### src/rtl/uart_prog_loader.sv
// UART 8N1 boot loader: 16-bit little-endian length, then little-endian 32-bit words to instruction memory.
// mem_we fires 2 clk after the 4th stop sample; no backpressure, the memory port must accept every strobe.
module uart_prog_loader #(
  parameter int CLKS_PER_BIT = 868,
  parameter int ADDR_W       = 14
) (
  input  logic              clk,
  input  logic              reset,
  input  logic              uart_rx,
  output logic              mem_we,
  output logic [ADDR_W-1:0] mem_addr,
  output logic [31:0]       mem_wdata,
  output logic              UartOver,
  output logic              load_err,
  output logic              busy
);

  localparam int CW = $clog2(CLKS_PER_BIT);
  localparam logic [CW-1:0] HALF_M1 = CW'(CLKS_PER_BIT / 2 - 1);
  localparam logic [CW-1:0] BIT_M1  = CW'(CLKS_PER_BIT - 1);
  localparam logic [16:0]   MAX_LEN = 17'(1 << ADDR_W);

  localparam logic [1:0] RX_IDLE  = 2'd0;
  localparam logic [1:0] RX_START = 2'd1;
  localparam logic [1:0] RX_DATA  = 2'd2;
  localparam logic [1:0] RX_STOP  = 2'd3;

  localparam logic [2:0] LD_LEN0 = 3'd0;
  localparam logic [2:0] LD_LEN1 = 3'd1;
  localparam logic [2:0] LD_DATA = 3'd2;
  localparam logic [2:0] LD_DONE = 3'd3;
  localparam logic [2:0] LD_ERR  = 3'd4;

  logic          rx_s1, rx_s2;
  logic [1:0]    rx_state;
  logic [CW-1:0] cnt;
  logic [2:0]    bit_idx;
  logic [7:0]    shreg;
  logic          byte_valid, frame_err, start_ok;

  logic [2:0]    ld_state;
  logic [15:0]   len;
  logic [ADDR_W:0] idx;
  logic [1:0]    kb;
  logic [23:0]   word;

  always_ff @(posedge clk or posedge reset) begin
    if (reset) begin
      rx_s1      <= 1'b1;
      rx_s2      <= 1'b1;
      rx_state   <= RX_IDLE;
      cnt        <= '0;
      bit_idx    <= '0;
      shreg      <= '0;
      byte_valid <= 1'b0;
      frame_err  <= 1'b0;
      start_ok   <= 1'b0;
    end else begin
      rx_s1      <= uart_rx;
      rx_s2      <= rx_s1;
      byte_valid <= 1'b0;
      frame_err  <= 1'b0;
      start_ok   <= 1'b0;
      case (rx_state)
        RX_IDLE: begin
          if (!rx_s2) begin
            rx_state <= RX_START;
            cnt      <= '0;
          end
        end
        RX_START: begin
          // Half-bit re-sample rejects glitches shorter than half a bit.
          if (cnt == HALF_M1) begin
            cnt     <= '0;
            bit_idx <= '0;
            if (rx_s2) begin
              rx_state <= RX_IDLE;
            end else begin
              rx_state <= RX_DATA;
              start_ok <= 1'b1;
            end
          end else begin
            cnt <= cnt + 1'b1;
          end
        end
        RX_DATA: begin
          if (cnt == BIT_M1) begin
            cnt     <= '0;
            shreg   <= {rx_s2, shreg[7:1]};
            bit_idx <= bit_idx + 1'b1;
            if (bit_idx == 3'd7) rx_state <= RX_STOP;
          end else begin
            cnt <= cnt + 1'b1;
          end
        end
        default: begin
          if (cnt == BIT_M1) begin
            cnt      <= '0;
            rx_state <= RX_IDLE;
            if (rx_s2) byte_valid <= 1'b1;
            else       frame_err  <= 1'b1;
          end else begin
            cnt <= cnt + 1'b1;
          end
        end
      endcase
    end
  end

  always_ff @(posedge clk or posedge reset) begin
    if (reset) begin
      ld_state  <= LD_LEN0;
      len       <= '0;
      idx       <= '0;
      kb        <= '0;
      word      <= '0;
      mem_we    <= 1'b0;
      mem_addr  <= '0;
      mem_wdata <= '0;
      busy      <= 1'b0;
    end else begin
      mem_we <= 1'b0;
      if (start_ok && ld_state == LD_LEN0) busy <= 1'b1;
      // Completion is decided in the strobe cycle, so UartOver follows the last write by one clk.
      if (mem_we) begin
        idx <= idx + 1'b1;
        if (17'(idx) + 17'd1 == {1'b0, len}) begin
          ld_state <= LD_DONE;
          busy     <= 1'b0;
        end
      end
      if (frame_err && (ld_state == LD_LEN0 || ld_state == LD_LEN1 || ld_state == LD_DATA)) begin
        ld_state <= LD_ERR;
        busy     <= 1'b0;
      end else if (byte_valid) begin
        case (ld_state)
          LD_LEN0: begin
            len[7:0] <= shreg;
            ld_state <= LD_LEN1;
          end
          LD_LEN1: begin
            len[15:8] <= shreg;
            if ({shreg, len[7:0]} == 16'd0) begin
              ld_state <= LD_DONE;
              busy     <= 1'b0;
            end else if ({1'b0, shreg, len[7:0]} > MAX_LEN) begin
              ld_state <= LD_ERR;
              busy     <= 1'b0;
            end else begin
              ld_state <= LD_DATA;
            end
          end
          LD_DATA: begin
            kb <= kb + 1'b1;
            case (kb)
              2'd0: word[7:0]   <= shreg;
              2'd1: word[15:8]  <= shreg;
              2'd2: word[23:16] <= shreg;
              default: begin
                mem_we    <= 1'b1;
                mem_addr  <= idx[ADDR_W-1:0];
                mem_wdata <= {shreg, word};
              end
            endcase
          end
          default: ;
        endcase
      end
    end
  end

  assign UartOver = (ld_state == LD_DONE);
  assign load_err = (ld_state == LD_ERR);

endmodule
### config.mk
export PLATFORM = sky130hd
export DESIGN_NAME = uart_prog_loader
export DESIGN_NICKNAME = d
export VERILOG_FILES = /design/src/rtl/uart_prog_loader.sv
export SDC_FILE = /design/constraint.sdc
export NUM_CORES = 1
export LEC_CHECK = 0
export BUFFER_PORTS_ARGS = -buffer_cell sky130_fd_sc_hd__buf_2
export CORE_AREA = 2 2 101 103
export CTS_BUF_LIST = sky130_fd_sc_hd__clkbuf_4 sky130_fd_sc_hd__clkbuf_8
export CTS_CLUSTER_SIZE = 20
export DETAILED_ROUTE_END_ITERATION = 8
export DIE_AREA = 0 0 103 105
export PLACE_DENSITY = 0.95
export SYNTH_ARGS = -nofsm -noshare
export SYNTH_HDL_FRONTEND = slang
export SYNTH_SLANG_ARGS = --single-unit
### constraint.sdc
create_clock -name clk -period 6.7 [get_ports clk]
set_input_delay 0 -clock clk [delete_from_list [all_inputs] [get_ports clk]]
set_output_delay 0 -clock clk [all_outputs]
set_load 0.05 [all_outputs]
After elaboration in Yosys (flattened, before gate mapping)
Index checks and enable logic that the tools add are counted.
Widths: inputs -> output; s select.

cells by class
  add/subtract/negate cells = 5
  order comparisons = 1
  equal/unequal tests = 16
  multiplexer cells = 41
  bitwise operators = 2
  reductions and logical operators = 22

operators with widths
  operator               count
  $mux 10                3
  $mux 3                 8
  $mux 1                 20
  $pmux 10 s2            1
  $add 15x1->16 const B  1
  $eq 16x16->1           1
  $gt 16x15->1 const B   1
  $logic_not 16->1       1
  $reduce_and 4->1       4
  $add 15x1->15 const B  1
  $mux 2                 6
  $pmux 3 s2             2
  $reduce_and 3->1       4
  $add 10x1->10 const B  1
  $eq 10x10->1 const B   1
  $eq 10x9->1 const B    1
  $ne 2x2->1 const B     4
  $eq 3x2->1 const B     2
  $eq 3x3->1 const B     2
  $pmux 2 s3             1
  $reduce_or 3->1        2
  $reduce_and 5->1       1
  $eq 2x1->1 const B     2
  $eq 2x2->1 const B     2
  other kinds (11)       15

word-level totals
  flip-flop bits (word level) = 136
  logic and storage cells = 108

Longest topological paths before layout
Gate-level depths: netlist (run 1).

  depth after elaboration = 10
  gate-level depth with buffers = 9

Worst setup path after synthesis (run 1)
Ideal clock, no wire load.

  path kind = register to register
  start point = reg idx[0]
  end point = reg ld_state[2]
  setup time = 141 ps
  data arrival time = 2,026 ps
  path slack = 4,533 ps
  cell stages (with the launch flop) = 8
  cell sequence = dfrtp_1 ha_1 nand2_1 or4_1 o21ai_1 a31oi_1 a2111oi_4 a31oi_1

between the ends
  word-level cells in the longest chain between the ends = 7

ends and longest elaborated chain
  item                    RTL line  text
  start, declared         43        logic [ADDR_W:0] idx;
  start signal, assigned  126       idx <= idx + 1'b1;
  $add 15x1->16 *         127       if (17'(idx) + 17'd1 == {1'b0, len}) begin
  $eq 16x16->1 *          127
  $mux 3 *                127
  $mux 3 *                125       if (mem_we) begin
  $pmux 3 s2              136       case (ld_state)
  $mux 3 *                135       end else if (byte_valid) begin
  $mux 3 *                132       if (frame_err && (ld_state == LD_LEN0 || ld_state == LD_LEN1 || ld_state == LD_DATA)) begin
  end signal, assigned    128       ld_state <= LD_DONE;
  end signal, assigned    133       ld_state <= LD_ERR;
  end signal, assigned    139       ld_state <= LD_LEN1;
  end, declared           41        logic [2:0] ld_state;

Every way passes the cells marked *; elsewhere a longest branch is shown, timed or not.
A chain may end at the register's enable or synchronous reset.

Worst setup path in the final report (run 1)
  start point = reg frame_err
  end point = reg mem_addr[1]

between the ends
  word-level cells in the longest chain between the ends = 3

ends and longest elaborated chain
  item                        RTL line  text
  start, declared             39        logic byte_valid, frame_err, start_ok;
  start signal, assigned      56        frame_err <= 1'b0;
  start signal, assigned      62        frame_err <= 1'b0;
  start signal, assigned      101       else frame_err <= 1'b1;
  $logic_and 1x1->1           132
  $not 1->1 (no line)         -
  $reduce_and 4->1 (no line)  -
  end signal, assigned        161       mem_addr <= idx[ADDR_W-1:0];
  end, declared               11        output logic [ADDR_W-1:0] mem_addr,

Every way passes these cells.

==> impl_metrics.env, run 1 <==
export IMPL_synth_most_common_cell="dfrtp_1"
export IMPL_rsz0062_at_grt="false"
export IMPL_clkSinkCount=136
export IMPL_required_ps=7020
export IMPL_ios=53
export IMPL_ys_warn_count=0
export IMPL_num_vias=4307
export IMPL_multi_input_area_um2=2680
export IMPL_die_h_um=105
export IMPL_end_kind="flip-flop"
export IMPL_max_freq_mhz=346
export IMPL_relSlewSlack_pct=23.4
export IMPL_start_util_pct=65.6
export IMPL_cts_htree_levels=4
export IMPL_dp_slack_ps=3890
export IMPL_pwr_share_seq_pct=54.1
export IMPL_path_clk_slew_ps=90
export IMPL_power_density_cell_area_nw_per_um2=217
export IMPL_worstSetupPathType="reg -> reg"
export IMPL_worstReg2RegEnd="mem_addr[1]"
export IMPL_avgViaCountPerCell=6.07
export IMPL_worstMarginPinSlew_ps=1150
export IMPL_insertion_delay_ps=450
export IMPL_hold_path_class="in -> reg"
export IMPL_finalInstanceArea_um2=7010
export IMPL_ff_latch_area_um2=3410
export IMPL_yosysUniqueCellTypes=67
export IMPL_first_pass_iters=6
export IMPL_power_frac_clock_pct=44.7
export IMPL_grt_pass1_wl_mm=22.3
export IMPL_fin_ws_ps=3810
export IMPL_drt_initial_drc_count=360
export IMPL_worstRegToRegCells=5
export IMPL_numPortBuffers=52
export IMPL_yosys_top_cells_area="dfrtp_1 (53%), mux2_2 (17%), xnor2_1 (3.2%)"
export IMPL_postRouteAntennaNets=0
export IMPL_r2r_slack_ps=3810
export IMPL_synth_top_cell_area_share_pct=53.0
export IMPL_status="finished clean"
export IMPL_worst_clock_skew_ps=18.3
export IMPL_cts_root_buf="clkbuf_8"
export IMPL_p_comb_share_pct=1.1
export IMPL_grt_pass1_vias=4478
export IMPL_antenna_found_initial=0
export IMPL_synthFlopType="dfrtp_1"
export IMPL_rows=36
export IMPL_switching_power_w=0.000407
export IMPL_synth_avg_cell_area_um2=12.3
export IMPL_timing_hold_ws_ps=199
export IMPL_finalHoldViolations=0
export IMPL_cp_endpoint="mem_addr[1]"
export IMPL_max_cap_violations=0
export IMPL_swShare_pct=26.8
export IMPL_post_route_min_period_ps=2890
export IMPL_die_w_um=103
export IMPL_nets=576
export IMPL_synth_edf_count=0
export IMPL_filler_cell_count=610
export IMPL_p_int_w=0.00111
export IMPL_tns_ps=0
export IMPL_syn_num_nets=527
export IMPL_cts_tree="yes"
export IMPL_synth_area_um2=6320
export IMPL_ir_drop_uv=159
export IMPL_routabilityCongestion=0.931
export IMPL_grt_max_degree=76
export IMPL_maxSlewViolCount=0
export IMPL_grt_usage_pct=26.7
export IMPL_cp_max_fo=49
export IMPL_start_kind="flip-flop"
export IMPL_grt_overflow=0
export IMPL_synth_top_cells_by_count="dfrtp_1 (134), mux2_2 (95), nand2_1 (30)"
export IMPL_ys_ff_latch=136
export IMPL_layout_drive_gt1_share_pct=34.3
export IMPL_utilization_pct=72.7
export IMPL_drc=0
export IMPL_fin_crit_sh_pct=43.2
export IMPL_ys_seq_area_share_pct=53.9
export IMPL_wl_mm=13.4
export IMPL_coreArea_um2=9640
export IMPL_setup_viol=0
export IMPL_dpl_instance_area_um2=6570
export IMPL_cts_buffer_depth=2
export IMPL_dieArea_um2=10800
export IMPL_postSynth_asyncResetShare_pct=100
export IMPL_syn_inst=515
export IMPL_cts_buffers_inserted=17
export IMPL_leakage_nw=3.51
export IMPL_avgRoutedWirePerCell_um=18.8
export IMPL_antennaDiodeCount=0
export IMPL_dp_hpwl_mm=8.40
export IMPL_area_delta_synth_final_pct=10.8
export IMPL_crit_start="frame_err"
export IMPL_cp_data_arrival_time_ps=3210
export IMPL_synth_area_leader_cell="dfrtp_1"
export IMPL_reg2reg_from="frame_err"
-- worst min-delay path by stage --
stage / from / end / slack [ps] / depth (start not counted)
after floorplan: uart_rx / rx_s1 / 4 / 0
after global placement: uart_rx / rx_s1 / 110 / 1
after detailed placement: uart_rx / rx_s1 / 110 / 1
after CTS: uart_rx / rx_s1 / 170 / 2
after global routing: uart_rx / rx_s1 / 170 / 2
final: uart_rx / rx_s1 / 200 / 2
-- stage by stage --
step	power, W	std cells
finish	0.00152	710
global route	0.00157	710
CTS	0.00153	710
detailed placement	0.000855	676
global placement	0.000854	676
floorplan	0.000850	515
-- layout make-up --
| cell class | count | area share, % |
|---|---|---|
| clock buffers | 17 | 3.34 |
| clock inverters | 15 | 2.54 |
| inverters | 13 | 0.732 |
| multi-input cells | 341 | 38.3 |
| flip-flops and latches | 136 | 48.6 |
| well taps | 133 | 2.38 |
| repair buffers | 55 | 4.11 |
-- critical path, cell delays in order (launching register included) --
cell	delay (ps)
dfrtp_1	450
inv_1	150
nand2_1	110
nor4b_2	630
nand2_2	820
mux2_2	570
-- sequential cells by signal (all words and copies together) (netlist names) --
name and cells:
rx_state 2, rx_s1 1, shreg 8, frame_err 1, kb 2, mem_addr 14, mem_we 1, idx 15
cnt 10, word 24, rx_s2 1, len 16, mem_wdata 32, start_ok 1, ld_state 3, busy 1
bit_idx 3, byte_valid 1
-- what timing repair did --
item	in CTS	in global routing
hold buffers	2	0
setup buffers	0	0
gates resized for setup	0	0
endpoints found under the hold margin	60	0
-- layer usage --
metal / GRT usage [%] / up-vias / wire length [um]
met2: 44.0 / 153 / 6990
met5: 0 / - / 0
li1: - / 1936 / -
met4: 9.21 / 0 / 259
met3: 5.95 / 32 / 636
met1: 34.5 / 2186 / 5480
-- power groups by stage --
stage | registers [W] | clock network (W) | logic [W]
global placement | 0.000838 | 0 | 0.0000167
CTS | 0.000822 | 0.000690 | 0.0000183
global route | 0.000822 | 0.000727 | 0.0000208
detailed placement | 0.000838 | 0 | 0.0000175
finish | 0.000822 | 0.000679 | 0.0000173
floorplan | 0.000838 | 0 | 0.0000121
-- logic make-up (layout without fill, tap and decap cells) --
| family | count (synthesis) | count (layout) | share of synthesized area [%] |
|---|---|---|---|
| DFF | 136 | 136 | 53.9 |
| muxes | 97 | 97 | 17.2 |
| adders and majority gates | 9 | 9 | 1.78 |
| and+or+nand+nor | 132 | 132 | 11.5 |
| xor gates and xnor gates | 31 | 31 | 4.29 |
| buffers and inverters | 38 | 100 | 3.74 |
| AOI/OAI and AO/OA | 72 | 72 | 7.54 |
-- placed cells by master (no fill, tap or decap), types with 6 or more instances in the layout --
cell type,count
nand2_1,29
nand3_1,15
a31oi_1,8
nand2b_1,6
nor2_1,29
inv_1,12
xor2_1,8
inv_8,7
a21oi_1,14
ha_1,9
buf_2,52
dfrtp_1,134
nand4_1,9
nor3_1,10
clkbuf_8,17
xnor2_1,23
o21ai_0,22
mux2_2,95
Power figures use the tool's default switching activity.
==> run 2: changes to the inputs <==
==> config.mk (replaced) <==
export PLATFORM = sky130hd
export DESIGN_NAME = uart_prog_loader
export DESIGN_NICKNAME = d
export VERILOG_FILES = /design/src/rtl/uart_prog_loader.sv
export SDC_FILE = /design/constraint.sdc
export NUM_CORES = 1
export LEC_CHECK = 0
export ABC_AREA = 1
export BUFFER_PORTS_ARGS = -buffer_cell sky130_fd_sc_hd__buf_2
export CORE_AREA = 2 2 108 110
export CTS_BUF_LIST = sky130_fd_sc_hd__clkbuf_4 sky130_fd_sc_hd__clkbuf_8
export CTS_CLUSTER_SIZE = 20
export DETAILED_ROUTE_END_ITERATION = 8
export DIE_AREA = 0 0 110 112
export PLACE_DENSITY = 0.88
export SYNTH_ARGS = -nofsm -noshare
export SYNTH_HDL_FRONTEND = slang
export SYNTH_SLANG_ARGS = --single-unit
==> constraint.sdc (replaced) <==
create_clock -name clk -period 2.43 [get_ports clk]
set_input_delay 0 -clock clk [delete_from_list [all_inputs] [get_ports clk]]
set_output_delay 0 -clock clk [all_outputs]
set_load 0.05 [all_outputs]
==> run 2 against run 1 <==
Effect of this change:
- clock power rose to 2.7 times the previous value
- power rose to 2.7 times the previous value
- critical path depth up 6
- largest power group unchanged
- non-clock buffer count up 6
- largest cell class unchanged
- worst setup slack worse by 3400 ps
- critical endpoint is now mem_addr[3]
==> impl_metrics.env, run 2 <==
export IMPL_cp_data_arrival_time_ps=2430
export IMPL_wl_mm=13.2
export IMPL_routabilityCongestion=0.931
export IMPL_top_register="mem_wdata"
export IMPL_first_pass_iters=5
export IMPL_setup_viol=0
export IMPL_reg2reg_from="ld_state[1]"
export IMPL_grt_overflow=0
export IMPL_dp_hpwl_mm=8.89
export IMPL_cts_resized=0
export IMPL_layout_drive_gt1_share_pct=14.8
export IMPL_p_total_w=0.00413
export IMPL_fin_crit_sh_pct=84.5
export IMPL_avgRoutedWirePerCell_um=14.1
export IMPL_rsz0062_at_grt="false"
export IMPL_yosys_top_cells_area="dfrtp_1 (55%), nand2_1 (16%), o21ai_0 (7.2%)"
export IMPL_postRouteAntennaNets=0
export IMPL_yosysUniqueCellTypes=32
export IMPL_ys_warn_count=0
export IMPL_ios=53
export IMPL_cts_root_buf="clkbuf_8"
export IMPL_path_clk_slew_ps=90
export IMPL_max_freq_mhz=487
export IMPL_final_common_cell="nand2_1"
export IMPL_cts_buffer_depth=2
export IMPL_avgViaCountPerCell=5.28
export IMPL_dieArea_um2=12300
export IMPL_num_vias=4915
export IMPL_die_w_um=110
export IMPL_numPortBuffers=52
export IMPL_relSlewSlack_pct=66.4
export IMPL_ys_ff_latch=136
export IMPL_die_h_um=112
export IMPL_rows=39
export IMPL_post_route_min_period_ps=2050
export IMPL_syn_num_nets=724
export IMPL_coreArea_um2=11200
export IMPL_ir_drop_uv=310
export IMPL_ff_latch_area_um2=3410
export IMPL_grt_max_degree=56
export IMPL_synth_most_common_cell="nand2_1"
export IMPL_synth_edf_count=0
export IMPL_synth_area_um2=6070
export IMPL_drc=0
export IMPL_worst_clock_skew_ps=14.0
export IMPL_start_kind="flip-flop"
export IMPL_start_util_pct=54.3
export IMPL_multi_input_area_um2=2300
export IMPL_nets=787
export IMPL_worstMarginPinSlew_ps=503
export IMPL_largestRegisters="mem_wdata x32, word x24, len x16"
export IMPL_antenna_found_initial=0
export IMPL_power_density_cell_area_nw_per_um2=599
export IMPL_crit_start="ld_state[1]"
export IMPL_grt_usage_pct=22.8
export IMPL_synthFlopType="dfrtp_1"
export IMPL_antennaDiodeCount=0
export IMPL_final_cell_mix="nand2_1 (253), dfrtp_1 (134), o21ai_0 (87), inv_1 (64), buf_2 (52)"
export IMPL_max_cap_violations=0
export IMPL_grt_pass1_wl_mm=21.7
export IMPL_clkSinkCount=136
export IMPL_maxSlewViolCount=0
export IMPL_filler_cell_count=922
export IMPL_syn_inst=712
export IMPL_finalHoldViolations=0
export IMPL_drt_initial_drc_count=394
export IMPL_synth_area_leader_cell="dfrtp_1"
export IMPL_status="finished clean"
export IMPL_tns_ps=0
export IMPL_ys_seq_area_share_pct=56.1
export IMPL_postSynth_asyncResetShare_pct=100
export IMPL_cts_tree="yes"
export IMPL_leakage_nw=3.51
export IMPL_postCtsSetupBuffers=0
export IMPL_synth_top_cells_by_count="nand2_1 (253), dfrtp_1 (134), o21ai_0 (87)"
export IMPL_area_delta_synth_final_pct=13.6
export IMPL_synth_avg_cell_area_um2=8.52
export IMPL_worstSetupPathType="reg -> reg"
export IMPL_cts_buffers_inserted=17
export IMPL_hold_path_class="in -> async"
export IMPL_grt_pass1_vias=4620
export IMPL_required_ps=2810
export IMPL_synth_top_cell_area_share_pct=55.3
export IMPL_end_kind="flip-flop"
export IMPL_cts_htree_levels=4
export IMPL_largest_reg_flops=32
export IMPL_cp_max_fo=26
export IMPL_insertion_delay_ps=450
==> run 2: cell type report <==
cell class                      count  share of cell area (%)
Clock buffer                       17                    3.40
Clock inverter                     15                    2.18
Timing Repair Buffer               61                    5.19
Multi-Input combinational cell    491                    33.4
Tap cell                          143                    2.60
Inverter                           68                    3.80
Sequential cell                   136                    49.4
==> run 2: cell families after synthesis <==
logic type,after synthesis,share of synthesized area [%]
compound gates,103,9.03
simple gates,371,25.7
flops,136,56.1
xor+xnor,8,1.38
fa+ha+maj,9,1.86
buf+inv,85,5.92
==> run 2: worst paths after layout <==
path	end	slack (ps)	cells after the start
min	ld_state[0]	120	3
min in group clk	rx_s1	200	2
min reg2reg	rx_s2	360	0
max reg2reg	mem_addr[3]	380	11
max	mem_addr[3]	380	11
max in group asynchronous	shreg[2]	1650	4
==> run 2: routing by layer <==
metal,vias up,wire [um],GRT usage [%]
li1,2430,-,-
met1,2326,5630,29.7
met2,136,6540,37.1
met3,23,725,5.27
met4,0,253,8.10
met5,-,0,0
==> run 2: timing repair <==
item / in CTS / in global routing
setup endpoints to repair: 0 / 0
hold buffers: 2 / 0
hold endpoints to repair: 96 / 0
==> run 2: metrics by stage <==
step           util [%]  cells  setup slack, ps  hold slack (ps)  instance area, um2
2_1_floorplan         -    712              693             4.48                6070
5_1_grt            61.7    931              126              151                6890
6_report           61.7    931              378              120                6890
3_3_place_gp       58.0    897              463             68.5                6490
3_5_place_dp       58.0    897              427             63.0                6490
4_1_cts            61.7    931              382              121                6890
==> run 2: worst max-delay path, cell delays in order, from the launching register on <==
cell and delay, ps:
dfrtp_1 420, inv_1 120, nor3_2 70, o21ai_2 240, inv_2 70, nor2_2 110, nand2_2 110, inv_4 110
nand2_2 80, inv_2 370, nand2_1 170, nand2_1 100
==> run 2: where the power goes <==
part | total, W | internal, W | leakage, nW | switching (W)
sequential | 0.00226 | 0.00226 | 1.88 | 0.000000986
clock | 0.00180 | 0.000769 | 0.195 | 0.00103
combinational | 0.0000579 | 0.0000117 | 1.43 | 0.0000462
total | 0.00413 | 0.00304 | 3.51 | 0.00108
==> run 3: changes to the inputs <==
--- a/config.mk
+++ b/config.mk
@@ -7,12 +7,12 @@
 export LEC_CHECK = 0
 export ABC_AREA = 1
 export BUFFER_PORTS_ARGS = -buffer_cell sky130_fd_sc_hd__buf_2
-export CORE_AREA = 2 2 108 110
+export CORE_AREA = 2 2 102 104
 export CTS_BUF_LIST = sky130_fd_sc_hd__clkbuf_4 sky130_fd_sc_hd__clkbuf_8
 export CTS_CLUSTER_SIZE = 20
 export DETAILED_ROUTE_END_ITERATION = 8
-export DIE_AREA = 0 0 110 112
-export PLACE_DENSITY = 0.88
+export DIE_AREA = 0 0 104 106
+export PLACE_DENSITY = 0.93
 export SYNTH_ARGS = -nofsm -noshare
 export SYNTH_HDL_FRONTEND = slang
 export SYNTH_SLANG_ARGS = --single-unit
==> constraint.sdc (replaced) <==
create_clock -name clk -period 2.1 [get_ports clk]
set_input_delay 0 -clock clk [delete_from_list [all_inputs] [get_ports clk]]
set_output_delay 0 -clock clk [all_outputs]
set_load 0.05 [all_outputs]
==> run 3 against run 2 <==
Effect of this change:
- clock-buffer cell count up 1
- non-clock buffer count grew 2
- clock power up 33%
- combinational power increased by 2%
- wire length is 7.7% higher
- critical path depth unchanged
- design area rose by 1.5%
- power increased by 23%
- highest routed layer unchanged
==> impl_metrics.env, run 3 (same netlist as run 2, synthesis figures left out) <==
export IMPL_status="finished clean"
export IMPL_wl_mm=14.2
export IMPL_swShare_pct=21.9
export IMPL_cts_root_buf="clkbuf_8"
export IMPL_p_comb_share_pct=1.2
export IMPL_cp_data_arrival_time_ps=2250
export IMPL_hold_path_class="in -> reg"
export IMPL_critPathMostFrequentCell="nand2_1"
export IMPL_worstSetupPathType="reg -> reg"
export IMPL_cts_buffer_depth=2
export IMPL_antennaDiodeCount=0
export IMPL_setup_viol=0
export IMPL_post_route_min_period_ps=1920
export IMPL_finalInstanceArea_um2=6990
export IMPL_num_vias=5158
export IMPL_path_clk_slew_ps=80
export IMPL_power_frac_clock_pct=47.2
export IMPL_grt_pass1_vias=4985
export IMPL_clkSinkCount=136
export IMPL_postRouteAntennaNets=0
export IMPL_end_kind="flip-flop"
export IMPL_ff_latch_area_um2=3410
export IMPL_cts_htree_levels=4
export IMPL_pwr_share_seq_pct=51.6
export IMPL_filler_cell_count=704
export IMPL_avgRoutedWirePerCell_um=15.3
export IMPL_coreArea_um2=10000
export IMPL_rows=37
export IMPL_cts_buffers_inserted=17
export IMPL_max_freq_mhz=521
export IMPL_numPortBuffers=52
export IMPL_top_register="mem_wdata"
export IMPL_grt_pass1_wl_mm=23.4
export IMPL_cpPeakStageDelay_ps=420
export IMPL_die_w_um=104
export IMPL_relSlewSlack_pct=52.3
export IMPL_grt_max_degree=137
export IMPL_final_common_cell="nand2_1"
export IMPL_largestRegisters="mem_wdata x32, word x24, len x16"
export IMPL_ir_drop_uv=577
export IMPL_tns_ps=0
export IMPL_grt_usage_pct=27.1
export IMPL_dp_hpwl_mm=9.13
export IMPL_grt_overflow=0
export IMPL_nets=789
export IMPL_cp_cell_sequence="ha_1, nand3_2, inv_2, nand3_1, nand2_1, nand2_1, nand2_1, nand3_1, nor2_1, nand3_2, a21o_1"
export IMPL_fin_crit_sh_pct=91.4
export IMPL_final_cell_mix="nand2_1 (252), dfrtp_1 (133), o21ai_0 (87), inv_1 (63), buf_2 (52)"
export IMPL_largest_reg_flops=32
export IMPL_dpl_instance_area_um2=6480
export IMPL_drt_initial_drc_count=341
export IMPL_maxSlewViolCount=0
export IMPL_switching_power_w=0.00111
export IMPL_ios=53
export IMPL_worstHoldPathCells=2
export IMPL_dieArea_um2=11000
export IMPL_worst_clock_skew_ps=14.4
export IMPL_max_cap_violations=0
export IMPL_layout_drive_gt1_share_pct=16.0
export IMPL_start_util_pct=60.7
export IMPL_dp_slack_ps=41.3
export IMPL_cp_max_fo=5
export IMPL_area_delta_synth_final_pct=15.3
export IMPL_start_kind="flip-flop"
export IMPL_worstMarginPinSlew_ps=715
export IMPL_worstRegToRegCells=11
export IMPL_avgViaCountPerCell=5.58
export IMPL_fin_ws_ps=181
export IMPL_die_h_um=106
export IMPL_first_pass_iters=6
export IMPL_power_density_cell_area_nw_per_um2=726
export IMPL_leakage_nw=3.53
export IMPL_cts_tree="yes"
export IMPL_antenna_found_initial=0
export IMPL_multi_input_area_um2=2340
export IMPL_required_ps=2430
export IMPL_slowest_stage="dfrtp_2"
export IMPL_rsz0062_at_grt="false"
export IMPL_finalHoldViolations=0
export IMPL_p_int_w=0.00396
export IMPL_r2r_slack_ps=180
export IMPL_drc=0
export IMPL_insertion_delay_ps=440
export IMPL_routabilityCongestion=0.870
[run 3: changes by cell type in the layout (fill, tap and decap cells not counted), sizes merged]
cell and change:
inv -7, bufinv +4, buf +2, clkinvlp +2
clkbuf +1, clkinv -1
[run 3: final timing paths]
path / from / endpoint
setup reg to reg: idx[0] / ld_state[2]
hold / removal: uart_rx / rx_s1
hold reg to reg: rx_s1 / rx_s2
min in group asynchronous: reset / mem_addr[4]
setup / recovery: idx[0] / ld_state[2]
max in group asynchronous: reset / mem_addr[10]
[run 3: stage by stage]
step,utilization [%],hold slack [ps],std cells,total power (W)
finish,69.9,206,925,0.00508
global route,69.9,199,925,0.00521
CTS,69.4,196,924,0.00508
detailed placement,64.9,106,891,0.00273
global placement,64.9,108,891,0.00273
floorplan,-,4.48,712,0.00271
[run 3: layout make-up]
| type | count | area share [%] |
|---|---|---|
| clock inverter | 13 | 2.74 |
| inverter | 68 | 3.74 |
| multi-input combinational | 491 | 33.5 |
| tap | 136 | 2.43 |
| sequential | 136 | 48.7 |
| clock buffer | 18 | 3.54 |
| timing repair buffer | 63 | 5.33 |
[run 3: power by group through the flow]
stage | combinational, W | clock (W) | sequential (W)
floorplan | 0.0000399 | 0 | 0.00267
global placement | 0.0000592 | 0 | 0.00267
detailed placement | 0.0000598 | 0 | 0.00267
CTS | 0.0000626 | 0.00239 | 0.00262
global route | 0.0000709 | 0.00252 | 0.00262
finish | 0.0000590 | 0.00239 | 0.00262
[run 3: routing by layer]
metal | up-vias | global-route usage (%) | share of wire [%]
li1 | 2416 | - | -
met1 | 2469 | 33.7 | 40
met2 | 224 | 45.5 | 50
met3 | 49 | 5.82 | 6.0
met4 | 0 | 13.0 | 3.2
met5 | - | 0 | 0
[run 3: critical path: cells and delay by family (launching register included)]
kind,cells,cell delay [ps]
and+or+nand+nor,8,850
DFF,1,420
adders and majority gates,1,220
AOI/OAI and AO/OA,1,190
buffers and inverters,1,140
[run 3: timing repair]
action,4_1_cts,5_1_grt
hold buffers,2,0
resized for setup,0,12
buffers inserted,0,1
endpoints found under the setup margin,0,9
hold endpoints to repair,135,0
